===== config.mk =====
export PLATFORM = sky130hd
export DESIGN_NAME = branch_redirect_unit
export DESIGN_NICKNAME = d
export VERILOG_FILES = /design/src/rtl/branch_redirect_unit.sv
export SDC_FILE = /design/constraint.sdc
export NUM_CORES = 1
export LEC_CHECK = 0
export BUFFER_PORTS_ARGS = -buffer_cell sky130_fd_sc_hd__buf_2
export CAP_MARGIN = 30
export CORE_UTILIZATION = 30
export DETAILED_ROUTE_END_ITERATION = 6
export PLACE_DENSITY = 0.49
export SYNTH_ARGS = -nofsm -noshare
export SYNTH_HDL_FRONTEND = slang
export SYNTH_SLANG_ARGS = --single-unit
export TNS_END_PERCENT = 10

===== constraint.sdc =====
create_clock -name Clk -period 2.93 [get_ports Clk]
set_input_delay 0 -clock Clk [delete_from_list [all_inputs] [get_ports Clk]]
set_output_delay 0 -clock Clk [all_outputs]
set_load 0.1 [all_outputs]

===== src/rtl/branch_redirect_unit.sv =====
// ----------------------------------------------------------------------------
// branch_redirect_unit
//
// Purpose:
//   Takes the branch comparator outcome from EX and decides whether the PC is
//   redirected. On a taken branch or jump it computes the target and raises a
//   redirect request towards fetch one cycle later. It holds that request until
//   fetch acknowledges it. It pulses a one-cycle flush of IF/ID and ID/EX, and
//   stalls EX while the redirect is outstanding. Two saturating counters (all
//   resolved branches, taken branches) are kept for performance debug.
//
// Ports:
//   Clk           in   1      clock, all state on rising edge
//   Rst           in   1      asynchronous active-low reset
//   br_valid      in   1      EX holds a branch/jump this cycle
//   br_type       in   4      3=BGEZ 4=BEQ 5=BNE 6=BGTZ 7=BLEZ 8=BLTZ 9=J
//   comp_result   in   1      comparator outcome for br_type
//   pc_plus4      in   32     PC+4 of the branch instruction
//   imm16         in   16     branch offset in words
//   jidx          in   26     jump instruction index
//   redirect_ack  in   1      fetch accepted redirect_pc this cycle
//   cnt_clr       in   1      synchronous clear of both counters
//   redirect_vld  out  1      redirect request, held until ack
//   redirect_pc   out  32     new PC, stable while redirect_vld=1
//   flush         out  1      one-cycle kill of IF/ID and ID/EX
//   stall         out  1      hold EX/ID while a redirect is outstanding
//   branch_cnt    out  CNT_W  resolved branches/jumps (saturating)
//   taken_cnt     out  CNT_W  taken branches/jumps (saturating)
// ----------------------------------------------------------------------------
module branch_redirect_unit #(
  parameter int CNT_W = 16
) (
  input  logic             Clk,
  input  logic             Rst,
  input  logic             br_valid,
  input  logic [3:0]       br_type,
  input  logic             comp_result,
  input  logic [31:0]      pc_plus4,
  input  logic [15:0]      imm16,
  input  logic [25:0]      jidx,
  input  logic             redirect_ack,
  input  logic             cnt_clr,
  output logic             redirect_vld,
  output logic [31:0]      redirect_pc,
  output logic             flush,
  output logic             stall,
  output logic [CNT_W-1:0] branch_cnt,
  output logic [CNT_W-1:0] taken_cnt
);

  localparam logic [3:0] BR_FIRST = 4'd3;
  localparam logic [3:0] BR_LAST  = 4'd9;
  localparam logic [3:0] BR_J     = 4'd9;

  typedef enum logic [0:0] {
    ST_IDLE = 1'b0,
    ST_WAIT = 1'b1
  } state_t;

  state_t           state_r;
  state_t           state_nxt_s;
  logic             is_br_s;
  logic             taken_s;
  logic             accept_s;
  logic [31:0]      target_s;
  logic             vld_r;
  logic [31:0]      pc_r;
  logic             flush_r;
  logic [CNT_W-1:0] branch_cnt_r;
  logic [CNT_W-1:0] taken_cnt_r;

  // Word offset sign-extended and scaled to bytes; wrap-around is silent.
  function automatic logic [31:0] branch_target(input logic [31:0] pc4,
                                                input logic [15:0] off);
    return pc4 + {{14{off[15]}}, off, 2'b00};
  endfunction

  // Jump stays within the current 256 MB region of pc_plus4.
  function automatic logic [31:0] jump_target(input logic [31:0] pc4,
                                              input logic [25:0] idx);
    return {pc4[31:28], idx, 2'b00};
  endfunction

  // Increment that sticks at all-ones instead of wrapping.
  function automatic logic [CNT_W-1:0] sat_inc(input logic [CNT_W-1:0] val);
    if (val == {CNT_W{1'b1}}) begin
      return val;
    end else begin
      return val + CNT_W'(1);
    end
  endfunction

  // Branch decode, taken decision and target selection.
  always_comb begin
    is_br_s  = br_valid && (br_type >= BR_FIRST) && (br_type <= BR_LAST);
    taken_s  = is_br_s && ((br_type == BR_J) || comp_result);
    // Branches are only sampled in IDLE; in WAIT upstream is stalled.
    accept_s = (state_r == ST_IDLE);
    if (br_type == BR_J) begin
      target_s = jump_target(pc_plus4, jidx);
    end else begin
      target_s = branch_target(pc_plus4, imm16);
    end
  end

  // Next-state logic for the redirect handshake.
  always_comb begin
    state_nxt_s = state_r;
    case (state_r)
      ST_IDLE: begin
        if (taken_s) begin
          state_nxt_s = ST_WAIT;
        end else begin
          state_nxt_s = ST_IDLE;
        end
      end
      ST_WAIT: begin
        if (redirect_ack) begin
          state_nxt_s = ST_IDLE;
        end else begin
          state_nxt_s = ST_WAIT;
        end
      end
      default: state_nxt_s = ST_IDLE;
    endcase
  end

  // State register.
  always_ff @(posedge Clk or negedge Rst) begin
    if (!Rst) begin
      state_r <= ST_IDLE;
    end else begin
      state_r <= state_nxt_s;
    end
  end

  // Registered redirect request, target and flush pulse.
  always_ff @(posedge Clk or negedge Rst) begin
    if (!Rst) begin
      vld_r   <= 1'b0;
      pc_r    <= 32'h0000_0000;
      flush_r <= 1'b0;
    end else begin
      vld_r   <= (state_nxt_s == ST_WAIT);
      // Flush only on the IDLE->WAIT transition, so it lasts one cycle.
      flush_r <= accept_s && taken_s;
      if (accept_s && taken_s) begin
        pc_r <= target_s;
      end else begin
        pc_r <= pc_r;
      end
    end
  end

  // Saturating performance counters; clear wins over increment.
  always_ff @(posedge Clk or negedge Rst) begin
    if (!Rst) begin
      branch_cnt_r <= '0;
      taken_cnt_r  <= '0;
    end else if (cnt_clr) begin
      branch_cnt_r <= '0;
      taken_cnt_r  <= '0;
    end else begin
      if (accept_s && is_br_s) begin
        branch_cnt_r <= sat_inc(branch_cnt_r);
      end else begin
        branch_cnt_r <= branch_cnt_r;
      end
      if (accept_s && taken_s) begin
        taken_cnt_r <= sat_inc(taken_cnt_r);
      end else begin
        taken_cnt_r <= taken_cnt_r;
      end
    end
  end

  assign redirect_vld = vld_r;
  assign redirect_pc  = pc_r;
  assign flush        = flush_r;
  assign stall        = (state_r == ST_WAIT);
  assign branch_cnt   = branch_cnt_r;
  assign taken_cnt    = taken_cnt_r;

endmodule

==> results_dict.tcl, run 1 <==
set metrics [dict create \
    status "finished clean" \
    multi_input_area_mm2 0.00286 \
    critPathKind "in -> reg" \
    grt_pass1_vias 4587 \
    drive_gt1_frac 0.253 \
    gp_congestion 0.850 \
    period_needed_ns 2.54 \
    rsz0062_at_grt "no" \
    ys_types 60 \
    io_buffer_count 150 \
    synth_nets 675 \
    setup_tns_ns 0 \
    cts_setup_buffers 0 \
    hold_viol 0 \
    cpLargestDelayFamily "compound AO/OA/AOI/OAI gates" \
    post-route-util 0.408 \
    wl_per_cell_um 14.5 \
    antenna_found_initial 0 \
    cts_made_buffers 9 \
    root_buffer "clkbuf_16" \
    power.internal_mw 2.15 \
    start_kind "input port" \
    numClockSinks 66 \
    vias_per_cell 4.88 \
    drt_iter0_drc 219 \
    grtUsageTotal 0.176 \
    drt_pre_antenna_iters 4 \
    relSlewSlack 0.498 \
    p_leak_nw 3.05 \
    grtUsageMet2 0.288 \
    syn_area_mm2 0.00471 \
    fin_worst_skew_ns 0.00335 \
    top_usage_layer "met2" \
    die-area_mm2 0.0162 \
    ant_nets 0 \
    cpPeakStageDelay_ns 0.44 \
    layout_setup_ws_ns 0.390 \
    whs_ns 0.0445 \
    area_delta_synth_final_pct 32.2 \
    critPathSlowestCell "fa_1" \
    grtUsageMet3 0.0297 \
    clock_latency_ns 0.32 \
    pwr-share-clk 0.250 \
    n_antenna_cell 0 \
    synthCells 559 \
    cp_cell_sequence "buf_2 > ha_1 > fa_1 > a211oi_2 > o211ai_2 > a31oi_4 > a21oi_2 > a311o_1 > a31o_2 > a311oi_2 > mux2i_1 > nand3_1" \
    pre_cts_ws_ns 0.0387 \
    synth_common_cells "nor2_1 (70), dfrtp_1 (66), nand2_1 (64)" \
    regArea_mm2 0.00165 \
    rows 45 \
    synth_area_leaders "dfrtp_1 (35%), ha_1 (8.2%), a21oi_1 (6.2%), nor2_1 (5.6%), xor2_1 (5.6%)" \
    p_comb_frac 0.477 \
    power.density_mw_per_mm2 673 \
    cts_buffer_depth 2 \
    cp.arrival_ns 2.74 \
    yosysWarnings 0 \
    cts_tree "yes" \
    worst-path-buf-inv 1 \
    core-area_mm2 0.0153 \
    die_y_um 127 \
    swShare 0.488 \
    die_w_um 127 \
    clk_pin_slew_ns 0.05 \
    grt_overflow 0 \
    ys_seq_elements 66 \
    end_kind "register" \
    cap_violations 0 \
    synth_largest_area_cell "dfrtp_1" \
    synthArstFlopShare 1.00 \
    path_max_fanout 3 \
    nNetsFinal 850 \
    routed_wl_mm 13.8 \
    synth_edf_count 0 \
    ctsResizeCount 0 \
    io-pin-count 151 \
    drc 0 \
    seq_area_frac_synth 0.351 \
    cp.required_ns 3.13 \
    dp_hpwl_mm 10.6 \
    yosysMostFrequentCell "nor2_1" \
    synthFlopType "dfrtp_1" \
    timing.fmax_mhz 394 \
    avgSynthCellArea_um2 8.42 \
    htree_levels 3 \
    finalSetupViolCount 0 \
    hp-class "in -> reg" \
    yosysTopAreaCellShare 0.351 \
    report.final.slew_viol_count 0 \
    fin_crit_sh 0.867 \
    seq_power_share 0.273 \
    routed-via-count 4627 \
    start_util 0.309 \
    ctsHoldBuffers 30 \
    grt_max_degree 48 \
    total_power_mw 4.19 \
    grt_pass1_wl_mm 22.7 \
    grt_util_met1 0.238 \
    worst_pin_slew_ns 0.754 \
    nFillCells 1632 \
    power_switching_mw 2.04 \
    ir_worst_vdd_mv 0.288 \
]
-- layout by cell type, fill, tap and decap left out, drive strengths merged, types with 2 or more instances in the layout --
master / netlist / routed
a211oi: 6 / 6
a21boi: 2 / 2
a21o: 15 / 15
a21oi: 60 / 60
a221oi: 3 / 3
a311oi: 2 / 2
a31oi: 10 / 10
and3: 9 / 9
and4: 4 / 4
buf: 13 / 158
clkbuf: 10 / 12
clkinv: 1 / 3
dfrtp: 66 / 66
dlygate4sd3: 0 / 30
ha: 31 / 31
inv: 12 / 12
mux2i: 4 / 4
nand2: 64 / 64
nand2b: 6 / 6
nand3: 28 / 28
nand4: 9 / 9
nor2: 70 / 70
nor2b: 4 / 4
nor3: 9 / 9
nor4: 2 / 2
o211ai: 2 / 2
o21ai: 44 / 44
o41ai: 2 / 2
or3: 7 / 7
xnor2: 17 / 17
xor2: 30 / 30
-- state kept, by name (all words and copies together) (netlist names) --
signal / count
redirect_pc: 32
branch_cnt: 16
redirect_vld: 1
taken_cnt: 16
flush: 1
-- worst min-delay path: stages --
cell and delay [ns]:
buf_2 0.09, o21ai_0 0.09, o21ai_0 0.14
-- metal layers --
metal  vias to the layer above  share of wire
met5                         -              0
met4                         0          0.015
met3                        15          0.042
met2                       115           0.47
met1                      2165           0.47
li1                       2332              -
-- layout make-up --
class                      count  area share
multi-input combinational    456       0.459
sequential                    66       0.265
timing repair buffer         188       0.178
tap                          211      0.0424
clock buffer                  12      0.0396
inverter                      13     0.00864
clock inverter                 3     0.00643
-- final timing paths --
path	from	end	slack, ns	cells past startpoint
max	pc_plus4[2]	redirect_pc[30]	0.39	12
min	jidx[15]	redirect_pc[17]	0.04	3
max reg2reg	taken_cnt[7]	taken_cnt[10]	0.66	8
min reg2reg	redirect_pc[17]	redirect_pc[17]	0.47	2
max in group asynchronous	Rst	taken_cnt[10]	1.85	3
min in group asynchronous	Rst	taken_cnt[13]	0.28	2
-- cell families (layout without fill, tap and decap cells) --
kind of cell / count (synthesis) / in the layout / synth area share
simple gates: 217 / 217 / 0.215
compound gates: 156 / 156 / 0.210
flops: 66 / 66 / 0.351
xor+xnor: 47 / 47 / 0.0874
buf+inv: 37 / 216 / 0.0420
fa+ha+maj: 32 / 32 / 0.0866
mux: 4 / 4 / 0.00850
-- power groups by stage --
stage | clock network [mW] | registers (mW) | logic, mW
after floorplan | 0 | 2.22 | 0.506
after global placement | 0 | 1.15 | 1.97
after detailed placement | 0 | 1.16 | 1.98
after CTS | 1.08 | 1.15 | 2.01
after global routing | 1.12 | 1.16 | 2.12
final | 1.05 | 1.14 | 2.00
-- stage by stage --
stage | cells | area [um2]
3_5_place_dp | 904 | 5640
4_1_cts | 949 | 6230
6_report | 949 | 6230
2_1_floorplan | 559 | 4710
3_3_place_gp | 904 | 5640
5_1_grt | 949 | 6230
No activity file was read; power rests on OpenSTA's default activity.
==> run 2, diff against run 1 <==
- CORE_UTILIZATION: 30 -> 52
- PLACE_DENSITY: 0.49 -> 0.78
==> results_dict.tcl, run 2 (synthesis gave the netlist of run 1 again) <==
set metrics [dict create \
    numClockSinks 66 \
    cts_made_buffers 9 \
    n_antenna_cell 0 \
    clock_latency_ns 0.34 \
    io-pin-count 151 \
    power.density_mw_per_mm2 647 \
    cap_violations 0 \
    p_leak_nw 3.01 \
    period_needed_ns 2.60 \
    routed_wl_mm 12.9 \
    grtUsageTotal 0.275 \
    setup_tns_ns 0 \
    ctsHoldBuffers 31 \
    cp.arrival_ns 2.81 \
    start_kind "input port" \
    clk_pin_slew_ns 0.08 \
    hold_viol 0 \
    htree_levels 3 \
    fin_crit_sh 0.886 \
    wl_per_cell_um 15.2 \
    fin_worst_skew_ns 0.0108 \
    nFillCells 712 \
    grt_pass1_wl_mm 21.4 \
    drive_gt1_frac 0.255 \
    cts_tree "yes" \
    regArea_mm2 0.00165 \
    ctsResizeCount 0 \
    ant_nets 0 \
    area_delta_synth_final_pct 28.2 \
    start_util 0.537 \
    status "finished clean" \
    die_w_um 97.2 \
    grt_pass1_vias 4573 \
    die_y_um 97.2 \
    cts_setup_buffers 0 \
    io_buffer_count 150 \
    cp.required_ns 3.14 \
    routed-via-count 4822 \
    multi_input_area_mm2 0.00286 \
    grt_max_degree 48 \
    largest_register_ffs 32 \
    core-area_mm2 0.00876 \
    cts_buffer_depth 2 \
    final_cell_mix "buf_2 (150), nor2_1 (70), dfrtp_1 (66), nand2_1 (64), a21oi_1 (58)" \
    critPathKind "in -> reg" \
    drt_iter0_drc 181 \
    fin_area_mm2 0.00604 \
    grt_overflow 0 \
    dp_hpwl_mm 9.47 \
    timing.fmax_mhz 385 \
    drt_pre_antenna_iters 5 \
    die-area_mm2 0.00944 \
    hp-class "in -> reg" \
    path_max_fanout 3 \
    final_common_cell "buf_2" \
    nNetsFinal 852 \
    root_buffer "clkbuf_8" \
    ir_worst_vdd_mv 0.318 \
    rows 34 \
    antenna_found_initial 0 \
    relSlewSlack 0.471 \
    drc 0 \
    report.final.slew_viol_count 0 \
    end_kind "register" \
    worst_pin_slew_ns 0.791 \
    finalSetupViolCount 0 \
    dpl_cell_area_mm2 0.00550 \
    gp_congestion 0.990 \
    rsz0062_at_grt "no" \
    vias_per_cell 5.68 \
]
## run 2: changes by cell type in the layout (fill, tap and decap cells not counted), sizes merged
| cell | before | now |
|---|---|---|
| clkinvlp | 0 | 2 |
| clkinv | 3 | 4 |
| clkbuf | 12 | 10 |
| dlygate4sd3 | 30 | 32 |
## run 2: layout make-up
cell class / instances / area share
clock inverter: 6 / 0.0112
sequential: 66 / 0.274
inverter: 13 / 0.00891
timing repair buffer: 190 / 0.189
clock buffer: 10 / 0.0211
tap: 108 / 0.0224
multi-input combinational: 456 / 0.473
## run 2: through the flow
step	setup WS (ns)	cells	utilization	total power, mW	hold slack [ns]
floorplan	0.147	559	-	2.73	-0.296
global route	0.287	849	0.689	4.07	0.0798
CTS	0.363	847	0.686	3.89	0.0538
finish	0.333	849	0.689	3.91	0.0712
detailed placement	0.0126	800	0.628	3.11	0.186
global placement	0.108	800	0.628	3.09	0.169
## run 2: path summary, 6_finish.rpt
| check | from | end | slack [ns] | depth (start not counted) |
|---|---|---|---|---|
| max | pc_plus4[2] | redirect_pc[30] | 0.33 | 12 |
| min | pc_plus4[29] | redirect_pc[29] | 0.07 | 4 |
| max reg2reg | redirect_vld | taken_cnt[10] | 0.64 | 9 |
| min reg2reg | redirect_pc[22] | redirect_pc[22] | 0.48 | 2 |
| max in group asynchronous | Rst | redirect_pc[19] | 1.50 | 6 |
| min in group asynchronous | Rst | taken_cnt[7] | 0.53 | 3 |
## run 2: power by group
group | switching [mW] | total (mW) | internal [mW]
Combinational | 1.60 | 2.02 | 0.420
Sequential | 0.0858 | 1.14 | 1.06
Clock | 0.355 | 0.750 | 0.394
Total | 2.04 | 3.91 | 1.87
## run 2: layer usage
metal	vias to the layer above	GRT usage	routed length, um
met3	26	0.0317	649
met5	-	0	0
met1	2261	0.361	5520
met2	186	0.466	6400
li1	2349	-	-
met4	0	0.102	312
## run 2: critical path, stage by stage
cell      delay [ns]
buf_2           0.10
ha_1            0.21
fa_1            0.45
a211oi_2        0.37
o211ai_2        0.17
a31oi_4         0.21
a21oi_2         0.09
a311o_1         0.36
a31o_2          0.26
a311oi_2        0.28
mux2i_1         0.22
nand3_1         0.08
==> run 3, diff against run 2 <==
- GPL_TIMING_DRIVEN: not set -> 0
==> results_dict.tcl, run 3 (synthesis gave the netlist of run 1 again) <==
set metrics [dict create \
    dp_hpwl_mm 9.96 \
    drt_iter0_drc 311 \
    htree_levels 3 \
    rows 34 \
    grt_overflow 0 \
    relSlewSlack 0.406 \
    cap_violations 0 \
    root_buffer "clkbuf_8" \
    nNetsFinal 867 \
    start_kind "input port" \
    r2r_slack_ns 0.49 \
    end_kind "register" \
    power.density_mw_per_mm2 657 \
    finalNonFillerCells 864 \
    status "finished clean" \
    final_cell_mix "buf_2 (152), nor2_1 (70), dfrtp_1 (66), nand2_1 (64), a21oi_1 (58)" \
    whs_ns 0.0282 \
    gp_congestion 0.960 \
    cts_made_buffers 9 \
    ir_worst_vdd_mv 0.306 \
    clock_latency_ns 0.34 \
    timing.fmax_mhz 383 \
    area_delta_synth_final_pct 30.1 \
    grtUsageTotal 0.290 \
    grt_pass1_wl_mm 22.3 \
    routed-via-count 4912 \
    die_w_um 97.2 \
    hp-start "jidx[19]" \
    antenna_found_initial 0 \
    grt_max_degree 67 \
    cp_cell_sequence "buf_2 > ha_1 > clkbuf_1 > a21oi_1 > a21boi_0 > a311oi_1 > nand3_1 > o41ai_2 > o2111ai_1 > xnor2_1 > or3_1 > a31oi_1" \
    finalSetupViolCount 0 \
    drt_pre_antenna_iters 5 \
    post-route-util 0.699 \
    reg2reg_depth 8 \
    critPathKind "in -> reg" \
    final_common_cell "buf_2" \
    hold_viol 0 \
    ant_nets 0 \
    ctsResizeCount 0 \
    grt_pass1_vias 4796 \
    hp-class "in -> reg" \
    fin_crit_sh 0.892 \
    start_util 0.537 \
    hold_path_depth 3 \
    reg2reg_to "branch_cnt[13]" \
    path_max_fanout 15 \
    routed_wl_mm 13.3 \
    largest_register_ffs 32 \
    fin_worst_skew_ns 0.00760 \
    cts_tree "yes" \
    report.final.slew_viol_count 0 \
    core-area_mm2 0.00876 \
    drc 0 \
    period_needed_ns 2.61 \
    timing.rr.start "branch_cnt[7]" \
    rsz0062_at_grt "no" \
    holdPathEnd "redirect_pc[21]" \
    die-area_mm2 0.00944 \
    n_antenna_cell 0 \
    cpPeakStageDelay_ns 0.46 \
    drive_gt1_frac 0.253 \
    numClockSinks 66 \
    critPathSlowestCell "o41ai_2" \
    die_y_um 97.2 \
    vias_per_cell 5.69 \
    clk_pin_slew_ns 0.07 \
    io_buffer_count 150 \
    p_leak_nw 3.06 \
    cp.arrival_ns 2.87 \
    io-pin-count 151 \
    cp.required_ns 3.19 \
    cts_buffer_depth 2 \
    wl_per_cell_um 15.4 \
    place_inst 817 \
    worst_pin_slew_ns 0.869 \
]
## run 3: cell types whose count changed in the layout (fill, tap and decap cells not counted), moves of 2 or more
| cell | change |
|---|---|
| clkbuf_1 | +10 |
| buf_2 | +2 |
| buf_1 | +3 |
| buf_4 | -4 |
| buf_6 | +5 |
| clkinv_4 | -2 |
## run 3: what timing repair did
item                                    4_1_cts  5_1_grt
endpoints found under the hold margin        97        0
buffers inserted                              0        0
endpoints found under the setup margin        0        0
hold buffers                                 31        0
## run 3: metrics by stage
step           power, mW  instance area (um2)   TNS, ns  setup WS, ns
6_report            4.02                 6130         0         0.317
5_1_grt             4.19                 6130         0         0.122
4_1_cts             4.01                 6130         0         0.367
3_5_place_dp        3.12                 5600  -0.00541      -0.00541
3_3_place_gp        3.09                 5590         0        0.0314
2_1_floorplan       2.73                 4710         0         0.147
## run 3: power by group
group / total [mW] / internal, mW / switching (mW) / leakage (nW)
clock network: 0.852 / 0.500 / 0.353 / 0.109
logic: 2.03 / 0.423 / 1.61 / 2.09
registers: 1.14 / 1.06 / 0.0808 / 0.859
## run 3: worst max-delay path: cells and delay by family
family                   cells  cell delay [ns]
AO/OA/AOI/OAI                6             1.44
AND/OR/NAND/NOR              2             0.50
buffers and inverters        2             0.47
adder cells (fa/ha/maj)      1             0.29
XOR/XNOR                     1             0.16
## run 3: layout make-up
class                           count  area (um2)
Multi-Input combinational cell    456        2860
Fill cell                         692        2640
Sequential cell                    66        1650
Timing Repair Buffer              181        1060
Buffer                             24         144
Clock buffer                       11         141
Tap cell                          108         135
Clock inverter                      5        77.6
Inverter                           13        53.8
## run 3: layer usage
metal  share of wire  track usage
met2            0.49        0.491
met1            0.42        0.369
met4           0.037        0.139
met3           0.055       0.0324
met5               0            0
## run 3: how the worst max path moves through the flow
| stage | start | to | slack, ns | cells after the start |
|---|---|---|---|---|
| after floorplan | branch_cnt[7] | branch_cnt[7] | 0.15 | 9 |
| after global placement | pc_plus4[2] | redirect_pc[30] | 0.03 | 12 |
| after detailed placement | pc_plus4[2] | redirect_pc[30] | -0.005 | 12 |
| after CTS | pc_plus4[2] | redirect_pc[30] | 0.37 | 12 |
| after global routing | imm16[15] | redirect_pc[31] | 0.12 | 12 |
| final | imm16[15] | redirect_pc[31] | 0.32 | 12 |
